### config.mk
export PLATFORM = sky130hd
export DESIGN_NAME = control_cmd_dispatch
export DESIGN_NICKNAME = d
export VERILOG_FILES = /design/src/rtl/control_cmd_dispatch.sv
export SDC_FILE = /design/constraint.sdc
export NUM_CORES = 1
export LEC_CHECK = 0
export ABC_CLOCK_PERIOD_IN_PS = 4300
export CAP_MARGIN = 20
export CORE_MARGIN = 2
export CORE_UTILIZATION = 50
export CTS_CLUSTER_DIAMETER = 50
export DETAILED_ROUTE_END_ITERATION = 8
export PLACE_DENSITY = 0.71
export SLEW_MARGIN = 10
export SYNTH_ARGS = -nofsm -noshare
export SYNTH_HDL_FRONTEND = slang
export SYNTH_SLANG_ARGS = --single-unit
export TNS_END_PERCENT = 50
### constraint.sdc
create_clock -name clk -period 4.3 [get_ports clk]
set_input_delay 0.645 -clock clk [delete_from_list [all_inputs] [get_ports clk]]
set_output_delay 0.645 -clock clk [all_outputs]
set_load 0.01 [all_outputs]
### src/rtl/control_cmd_dispatch.sv
// ============================================================================
// Module   : control_cmd_dispatch
// Brief    : Byte-stream command front-end for control_cmd_readrow; decodes
//            opcodes, forwards readrow payloads and sets brightness.
// Revision : 1.0 - initial release
// ============================================================================
`timescale 1ns/1ps
`default_nettype none

module control_cmd_dispatch #(
    parameter int          BYTES_PER_PIXEL   = 2,
    parameter int          PIXEL_WIDTH       = 8,
    parameter int          BRIGHTNESS_LEVELS = 4,
    parameter logic [7:0]  OP_READROW        = 8'h4C,
    parameter logic [7:0]  OP_BRIGHTNESS     = 8'h54,
    parameter int          GAP_TIMEOUT       = 4096,
    parameter int          DONE_TIMEOUT      = 16
) (
    input  logic                                 clk,
    input  logic                                 reset,
    input  logic [7:0]                           rx_data,
    input  logic                                 rx_valid,
    output logic [7:0]                           readrow_data,
    output logic                                 readrow_enable,
    input  logic                                 readrow_done,
    output logic                                 readrow_abort,
    output logic [$clog2(BRIGHTNESS_LEVELS)-1:0] brightness,
    output logic                                 busy,
    output logic                                 error
);

    localparam int c_PAYLOAD = PIXEL_WIDTH * BYTES_PER_PIXEL + 1;
    localparam int c_CNT_W   = $clog2(c_PAYLOAD + 1);
    localparam int c_GAP_W   = $clog2(GAP_TIMEOUT + 1);
    localparam int c_DONE_W  = $clog2(DONE_TIMEOUT + 1);
    localparam int c_BRT_W   = $clog2(BRIGHTNESS_LEVELS);

    localparam logic [c_CNT_W-1:0]  c_LAST_BYTE = c_CNT_W'(c_PAYLOAD - 1);
    localparam logic [c_GAP_W-1:0]  c_GAP_LAST  = c_GAP_W'(GAP_TIMEOUT - 1);
    localparam logic [c_DONE_W-1:0] c_DONE_LAST = c_DONE_W'(DONE_TIMEOUT - 1);
    localparam logic [8:0]          c_LEVELS    = 9'(BRIGHTNESS_LEVELS);
    localparam logic [c_BRT_W-1:0]  c_BRT_RST   = c_BRT_W'(BRIGHTNESS_LEVELS - 1);

    typedef enum logic [1:0] {
        S_IDLE       = 2'd0,
        S_FWD        = 2'd1,
        S_WAIT_DONE  = 2'd2,
        S_BRIGHT_ARG = 2'd3
    } state_t;

    state_t               r_state,      w_state_nxt;
    logic [c_CNT_W-1:0]   r_byte_cnt,   w_byte_cnt_nxt;
    logic [c_GAP_W-1:0]   r_gap_cnt,    w_gap_cnt_nxt;
    logic [c_DONE_W-1:0]  r_done_cnt,   w_done_cnt_nxt;
    logic [7:0]           r_data,       w_data_nxt;
    logic [c_BRT_W-1:0]   r_brightness, w_brightness_nxt;
    logic                 r_enable,     w_enable_nxt;
    logic                 r_abort,      w_abort_nxt;
    logic                 r_error,      w_fault;
    logic                 r_busy;

    always_ff @(posedge clk) begin
        if (!reset) begin
            r_state      <= S_IDLE;
            r_byte_cnt   <= '0;
            r_gap_cnt    <= '0;
            r_done_cnt   <= '0;
            r_data       <= '0;
            r_brightness <= c_BRT_RST;
            r_enable     <= 1'b0;
            r_abort      <= 1'b0;
            r_error      <= 1'b0;
            r_busy       <= 1'b0;
        end else begin
            r_state      <= w_state_nxt;
            r_byte_cnt   <= w_byte_cnt_nxt;
            r_gap_cnt    <= w_gap_cnt_nxt;
            r_done_cnt   <= w_done_cnt_nxt;
            r_data       <= w_data_nxt;
            r_brightness <= w_brightness_nxt;
            r_enable     <= w_enable_nxt;
            r_abort      <= w_abort_nxt;
            // Keep error a single-cycle pulse even if faults arrive back to back
            r_error      <= w_fault & ~r_error;
            r_busy       <= (w_state_nxt != S_IDLE);
        end
    end

    always_comb begin
        w_state_nxt      = r_state;
        w_byte_cnt_nxt   = r_byte_cnt;
        w_gap_cnt_nxt    = r_gap_cnt;
        w_done_cnt_nxt   = r_done_cnt;
        w_data_nxt       = r_data;
        w_brightness_nxt = r_brightness;
        w_enable_nxt     = 1'b0;
        w_abort_nxt      = 1'b0;
        w_fault          = 1'b0;

        case (r_state)
            S_IDLE: begin
                if (rx_valid) begin
                    if (rx_data == OP_READROW) begin
                        w_state_nxt    = S_FWD;
                        w_byte_cnt_nxt = '0;
                        w_gap_cnt_nxt  = '0;
                    end else if (rx_data == OP_BRIGHTNESS) begin
                        w_state_nxt    = S_BRIGHT_ARG;
                        w_gap_cnt_nxt  = '0;
                    end else begin
                        w_fault        = 1'b1;
                    end
                end
            end

            S_FWD: begin
                if (readrow_done) begin
                    // Downstream finished before it had the whole payload
                    w_fault     = 1'b1;
                    w_state_nxt = S_IDLE;
                    w_data_nxt  = '0;
                end else if (rx_valid) begin
                    w_data_nxt     = rx_data;
                    w_enable_nxt   = 1'b1;
                    w_gap_cnt_nxt  = '0;
                    w_byte_cnt_nxt = r_byte_cnt + 1'b1;
                    if (r_byte_cnt == c_LAST_BYTE) begin
                        w_state_nxt    = S_WAIT_DONE;
                        w_done_cnt_nxt = '0;
                    end
                end else if (r_gap_cnt == c_GAP_LAST) begin
                    w_abort_nxt = 1'b1;
                    w_fault     = 1'b1;
                    w_state_nxt = S_IDLE;
                    w_data_nxt  = '0;
                end else begin
                    w_gap_cnt_nxt = r_gap_cnt + 1'b1;
                end
            end

            S_WAIT_DONE: begin
                if (rx_valid) begin
                    w_fault = 1'b1;
                end
                // done takes priority so a done on the expiry cycle is a success
                if (readrow_done) begin
                    w_state_nxt = S_IDLE;
                    w_data_nxt  = '0;
                end else if (r_done_cnt == c_DONE_LAST) begin
                    w_abort_nxt = 1'b1;
                    w_fault     = 1'b1;
                    w_state_nxt = S_IDLE;
                    w_data_nxt  = '0;
                end else begin
                    w_done_cnt_nxt = r_done_cnt + 1'b1;
                end
            end

            S_BRIGHT_ARG: begin
                if (rx_valid) begin
                    if ({1'b0, rx_data} < c_LEVELS) begin
                        w_brightness_nxt = rx_data[c_BRT_W-1:0];
                    end else begin
                        w_fault = 1'b1;
                    end
                    w_state_nxt = S_IDLE;
                end else if (r_gap_cnt == c_GAP_LAST) begin
                    w_fault     = 1'b1;
                    w_state_nxt = S_IDLE;
                end else begin
                    w_gap_cnt_nxt = r_gap_cnt + 1'b1;
                end
            end

            default: begin
                w_state_nxt = S_IDLE;
            end
        endcase
    end

    assign readrow_data   = r_data;
    assign readrow_enable = r_enable;
    assign readrow_abort  = r_abort;
    assign brightness     = r_brightness;
    assign busy           = r_busy;
    assign error          = r_error;

endmodule

`default_nettype wire

* After elaboration in Yosys (flattened, before gate mapping)
Index checks and enable logic that the tools add are counted.
** Operators by class
- Add/subtract/negate cells :: 3
- Multiply operators :: 0
- Divide/modulo/power cells :: 0
- Magnitude comparators :: 1
- Equality and inequality tests :: 19
- Shift operators :: 0
- Muxes and demuxes :: 52
- Bitwise operators :: 4
- Reductions and logical operators :: 11
** Operators by type and width (number)
- 2-to-1 mux 13 bit :: 7
- 2-to-1 mux 5 bit :: 9
- 2-to-1 mux 8 bit :: 5
- one-hot mux 13 bit (3 select lines) :: 1
- 2-to-1 mux 2 bit :: 10
- one-hot mux 5 bit (2 select lines) :: 2
- equality test 8 x 7 -> 1 bit, second input constant :: 2
- inequality test 2 bit, second input constant :: 8
- one-hot mux 8 bit (2 select lines) :: 1
- 2-to-1 mux 1 bit :: 14
- adder 13 x 1 -> 13 bit, second input constant :: 1
- equality test 13 x 12 -> 1 bit, second input constant :: 1
- adder 5 x 1 -> 5 bit, second input constant :: 2
- AND reduction 5 bit :: 2
- less-than comparator 8 x 3 -> 1 bit, second input constant :: 1
- one-hot mux 2 bit (4 select lines) :: 1
- inequality test 3 bit, second input constant :: 2
- AND reduction 3 bit :: 2
- AND reduction 6 bit :: 1
- nonzero test 2 bit :: 3
- equality test 5 x 4 -> 1 bit, second input constant :: 1
- equality test 5 bit, second input constant :: 1
- equality test 2 bit, second input constant :: 2
- inequality test 4 bit, second input constant :: 1
- 8 further kinds :: 10
** Storage, ports and cells
- Register bits after elaboration :: 39
- Latch bits :: 0
- Bits in writable memories :: 0
- ROM bits :: 0
- Bits of input ports :: 12
- Word-level logic and storage cells :: 100
- Memories kept :: 0

* Longest topological paths before layout
- Word-level depth :: 6
- Gate-level depth with buffers :: 8

* Least setup slack after synthesis
No wires, ideal clock.
- Path type :: input to register
- Start :: input rx_valid
- End :: register r_gap_cnt[12]
- Library setup time :: 124 ps
- Arrival time :: 1886 ps
- Setup slack :: 2291 ps
- Cell stages on the path :: 6
- Path buffers :: 3
- Cells stage by stage :: clkbuf_1 -> clkbuf_1 -> o21ai_0 -> o21ai_0 -> buf_2 -> nor2_1
** Between the ends
- Word-level cells in the longest chain between the ends :: 3
- Elaborated cells on any way between the ends :: 6
- Classes of those cells :: eq/ne (2); mux (3); reduce/logical (1)
** Ends and longest elaborated chain
- start: declaration :: line 22 : input logic rx_valid,
- 2-to-1 mux 13 bit :: line 122 : end else if (rx_valid) begin
- 2-to-1 mux 13 bit :: line 117 : if (readrow_done) begin
- one-hot mux 13 bit (3 select lines) :: line 100 : case (r_state)
- end signal: assignment :: line 77 : r_gap_cnt <= w_gap_cnt_nxt;
- end: declaration :: line 53 : logic [c_GAP_W-1:0] r_gap_cnt, w_gap_cnt_nxt;
Several ways; a longest one is shown, not always the timed one. The select of a mux whose other input is x is not followed.
A chain may end at the register's enable or synchronous reset.

* Worst setup path in the final report
- Start :: input rx_valid
- End :: register r_brightness[1], in the netlist brightness[1]
** Between the ends
- Word-level cells in the longest chain between the ends :: 1
** Ends and longest elaborated chain
- AND reduction 3 bit (no source line)
- end signal: assignment :: line 69 : r_brightness <= c_BRT_RST;
- end signal: assignment :: line 80 : r_brightness <= w_brightness_nxt;
- end: declaration :: line 56 : logic [c_BRT_W-1:0] r_brightness, w_brightness_nxt;
No other way between the ends.

==> parameters.txt <==
Parameter                              Value

Status
  Outcome    complete, no violations

Critical path
  Critical path type    in2reg
  Flop-to-flop setup slack    between 2 and 2.5 ns
  Top fanout value on the critical path    17
  Startpoint kind of the worst setup timing path    input pin
  Data arrival time of the critical path    around 2.7 ns
  Crit end category    register
  Endpoint required time on the critical path    roughly 4.5 ns

Power
  Part of the power in combinational logic    about 6%
  PwrDens    between 200 and 300 nW/um^2
  Switch share    between 20% and 30%
  Leak pwr    0.8477 nW
  P_sw    between 0.1 and 0.15 mW
  IR drop worst, VDD    roughly 180 uV
  Cell-internal power    0.4919 mW
  Power Total    0.6327 mW
  Portion of total power attributed to the clock network    36.7%
  Sequential fraction of design power    between 50% and 60%

Clocking
  Cts hold-fix bufs    0
  Clock tree from TritonCTS    done
  Maximum buffer depth of the clock tree    2
  Resize count post-CTS    0
  Sink Count    39
  Buffers inserted by post-CTS timing repair    0
  Clock slew seen by the registers of the worst setup and hold paths    around 0.07 ns
  Clock Root Buffer    sky130_fd_sc_hd__clkbuf_8
  CTS buffer count    5
  Clock H-tree levels    2
  Clock insertion delay at the later pin of the skew report    about 0.28 ns

STA
  Number of failing setup endpoints in the final timing report    0
  Headroom to the max-slew limit    44.85%
  Worst-margin pin slew    slightly above 0.8 ns
  Number of pins exceeding their max-slew limit in the final report    0
  Final TNS setup    0 ns
  Final hold vios    0
  Maximum frequency from static timing analysis    389.9 MHz
  Setup skew after layout    roughly 0.0014 ns
  Setup repair after global routing missed its margin    no
  Setup slack of the critical path after layout    1.735 ns
  Minimum period implied by the final worst setup slack    2.565 ns
  Share of the clock period used by the worst path    between 50 and 60%

GRT
  Total track usage    a little under a quarter
  Global-route wire length before repair    roughly 8200 um
  Maximum number of pins on one net before global-route repair    18
  Leftover overflow at the end of global routing    0
  Initial antenna violation count    0
  Via count of the first global-routing pass    around 1800

Finish
  Filler cell count in the final layout    366
  Fraction of final layout cells sized beyond drive strength 1    under 10%
  Non-filler instance count after layout    313
  Storage cell area    around 780 um^2
  Net count of the finished layout    between 200 and 300
  Final std cell area, no fill    between 2000 and 2500 um^2
  Antenna diode count    0
  Area occupied by multi-input gates    ~1200 um^2
  Synth-to-Final Area Change    17.71%

Drt
  Number of violations reported at the end of detailed-routing iteration 0    114
  Number of nets with antenna violations after detailed routing    0
  Post-detailed-routing wire length    4730 um
  Via count    around 1900
  Detail-routed via count per cell    5.917
  Met3 wire length    213 um
  First drt pass iteration count    4
  Sum of met2 wire segment lengths after detailed routing    slightly below 2000 um
  DRC violations left    0
  Highest metal layer used by the detailed router    met4
  Sum of routed wire segments on met1    around 2500 um
  Average routed wire per standard cell    ~15 um

Floorplanning
  Placeable core area    around 4000 um^2
  Die extent in x    just under 70 um
  Row Count    23
  Area enclosed by the die boundary    4701 um^2
  Io pins    26
  Vert. Die Dim    a little under 70 um
  Initial cell density of the core    52.11%

Placed design
  Placed Instances    approximately 300
  Gpl congestion    0.8789
  Placement-stage worst setup slack    between 1 and 1.5 ns
  HPWL reported at the end of detailed placement    about 3500 um
  Count of port buffers added during placement    25
  Placed inst area    between 2000 and 2500 um^2

Synthesis
  EDFF count, synth    0
  Post-synthesis cell count    between 200 and 250
  Total of flip-flops plus latches after synthesis    39
  Synth async-reset ratio    0%
  Syn Std Cell Area    2084 um^2
  Synth warnings    0
  Share of synthesized area occupied by flip-flops and latches    between 30% and 40%
  Cell variety after synth    53
  Most instantiated flip-flop cell in the synthesis netlist    sky130_fd_sc_hd__dfxtp_1
  Nets in the synthesized netlist    258
  Syn Area/Cell    slightly below 9 um^2

Job
  Number of max-cap violations    0

Worst hold path
  Tightest Hold Check Type    reg2reg
cells by family (layout without fill, tap and decap cells):
logic type,Yosys count,after routing,share of synthesized area [%]
AO/OA/AOI/OAI,52,52,17.95
XOR/XNOR,11,11,4.622
adder cells (fa/ha/maj),9,9,5.402
buffers and inverters,21,47,3.902
flip-flops,39,39,37.46
multiplexers,5,5,2.521
AND/OR/NAND/NOR,100,100,28.15
flip-flops by register name (all words and copies together) (netlist names):
signal,flops
r_gap_cnt,13
readrow_data,8
r_byte_cnt,5
r_done_cnt,5
brightness,2
r_state,2
busy,1
error,1
readrow_abort,1
readrow_enable,1
through the flow:
step	hold slack [ns]	utilization [%]
after floorplan	0.4115	-
after global placement	0.4203	59.31
after detailed placement	0.4249	59.31
after CTS	0.4381	61.34
after global routing	0.4797	61.34
final	0.4382	61.34
synth_stat cells, types with 3 or more instances:
cell type,number,share of area [%]
sky130_fd_sc_hd__nand3_1,8,1.9
sky130_fd_sc_hd__nand2b_1,4,1.2
sky130_fd_sc_hd__nor2_1,22,4.0
sky130_fd_sc_hd__o21ai_0,11,2.6
sky130_fd_sc_hd__a22o_1,8,3.4
sky130_fd_sc_hd__inv_1,13,2.3
sky130_fd_sc_hd__or4_1,4,1.4
sky130_fd_sc_hd__xnor2_1,8,3.4
sky130_fd_sc_hd__o31ai_1,3,1.1
sky130_fd_sc_hd__nor4b_1,3,1.3
sky130_fd_sc_hd__mux2i_1,3,1.4
sky130_fd_sc_hd__nor4_1,4,1.2
sky130_fd_sc_hd__or3_1,4,1.2
sky130_fd_sc_hd__or2_2,3,0.90
sky130_fd_sc_hd__dfxtp_1,39,37
sky130_fd_sc_hd__a21oi_1,10,2.4
sky130_fd_sc_hd__nand2_1,15,2.7
sky130_fd_sc_hd__nor3_1,10,2.4
sky130_fd_sc_hd__nand4_1,5,1.5
sky130_fd_sc_hd__xor2_1,3,1.3
sky130_fd_sc_hd__o22ai_1,3,0.90
sky130_fd_sc_hd__o41ai_1,3,1.3
sky130_fd_sc_hd__ha_1,9,5.4
sky130_fd_sc_hd__clkbuf_1,6,1.1
power by group through the flow:
stage | Clock (mW) | Combinational [mW] | Sequential, mW
3_5_place_dp | 0 | 0.0372 | 0.371
2_1_floorplan | 0 | 0.0172 | 0.371
4_1_cts | 0.241 | 0.0373 | 0.362
3_3_place_gp | 0 | 0.0371 | 0.371
6_report | 0.232 | 0.0379 | 0.363
5_1_grt | 0.258 | 0.0412 | 0.362
critical path, cell delays in order:
cell and delay (ns):
sky130_fd_sc_hd__clkdlybuf4s50_1 0.81, sky130_fd_sc_hd__nor4b_1 0.41, sky130_fd_sc_hd__nor4b_1 0.42, sky130_fd_sc_hd__nand2_1 0.18, sky130_fd_sc_hd__mux2i_1 0.18, sky130_fd_sc_hd__nand2_1 0.07
routing by layer:
metal | vias to the layer above | GRT usage, %
li1 | 930 | -
met1 | 867 | 34.58
met2 | 51 | 33.29
met3 | 4 | 5.032
met4 | 0 | 5.750
met5 | - | 0
area by class of cell:
| cell class | instances | area share (%) |
|---|---|---|
| Timing Repair Buffer | 26 | 10.50 |
| Sequential cell | 39 | 31.82 |
| Multi-Input combinational cell | 177 | 49.82 |
| Tap cell | 50 | 2.550 |
| Clock inverter | 1 | 0.2040 |
| Clock buffer | 7 | 3.111 |
| Inverter | 13 | 1.989 |
placed cells by master, fill, tap and decap left out, drive strengths merged, types with 9 or more instances in the layout:
| master | synthesis | layout |
|---|---|---|
| ha | 9 | 9 |
| dfxtp | 39 | 39 |
| a21oi | 10 | 10 |
| clkdlybuf4s50 | 0 | 25 |
| nor3 | 10 | 10 |
| inv | 13 | 13 |
| nand3 | 9 | 9 |
| nand2 | 15 | 15 |
| o21ai | 11 | 11 |
| nor2 | 22 | 22 |
worst paths after layout:
path                                   start                    endpoint  cells after the start
setup reg to reg       r_state[1]$_SDFF_PN0_  r_gap_cnt[11]$_SDFFE_PN0P_                      6
setup / recovery                    rx_valid  brightness[1]$_SDFFE_PN1P_                      6
hold / removal    r_gap_cnt[12]$_SDFFE_PN0P_  r_gap_cnt[12]$_SDFFE_PN0P_                      2
hold reg to reg   r_gap_cnt[12]$_SDFFE_PN0P_  r_gap_cnt[12]$_SDFFE_PN0P_                      2
(Power assumes the default switching activity.)
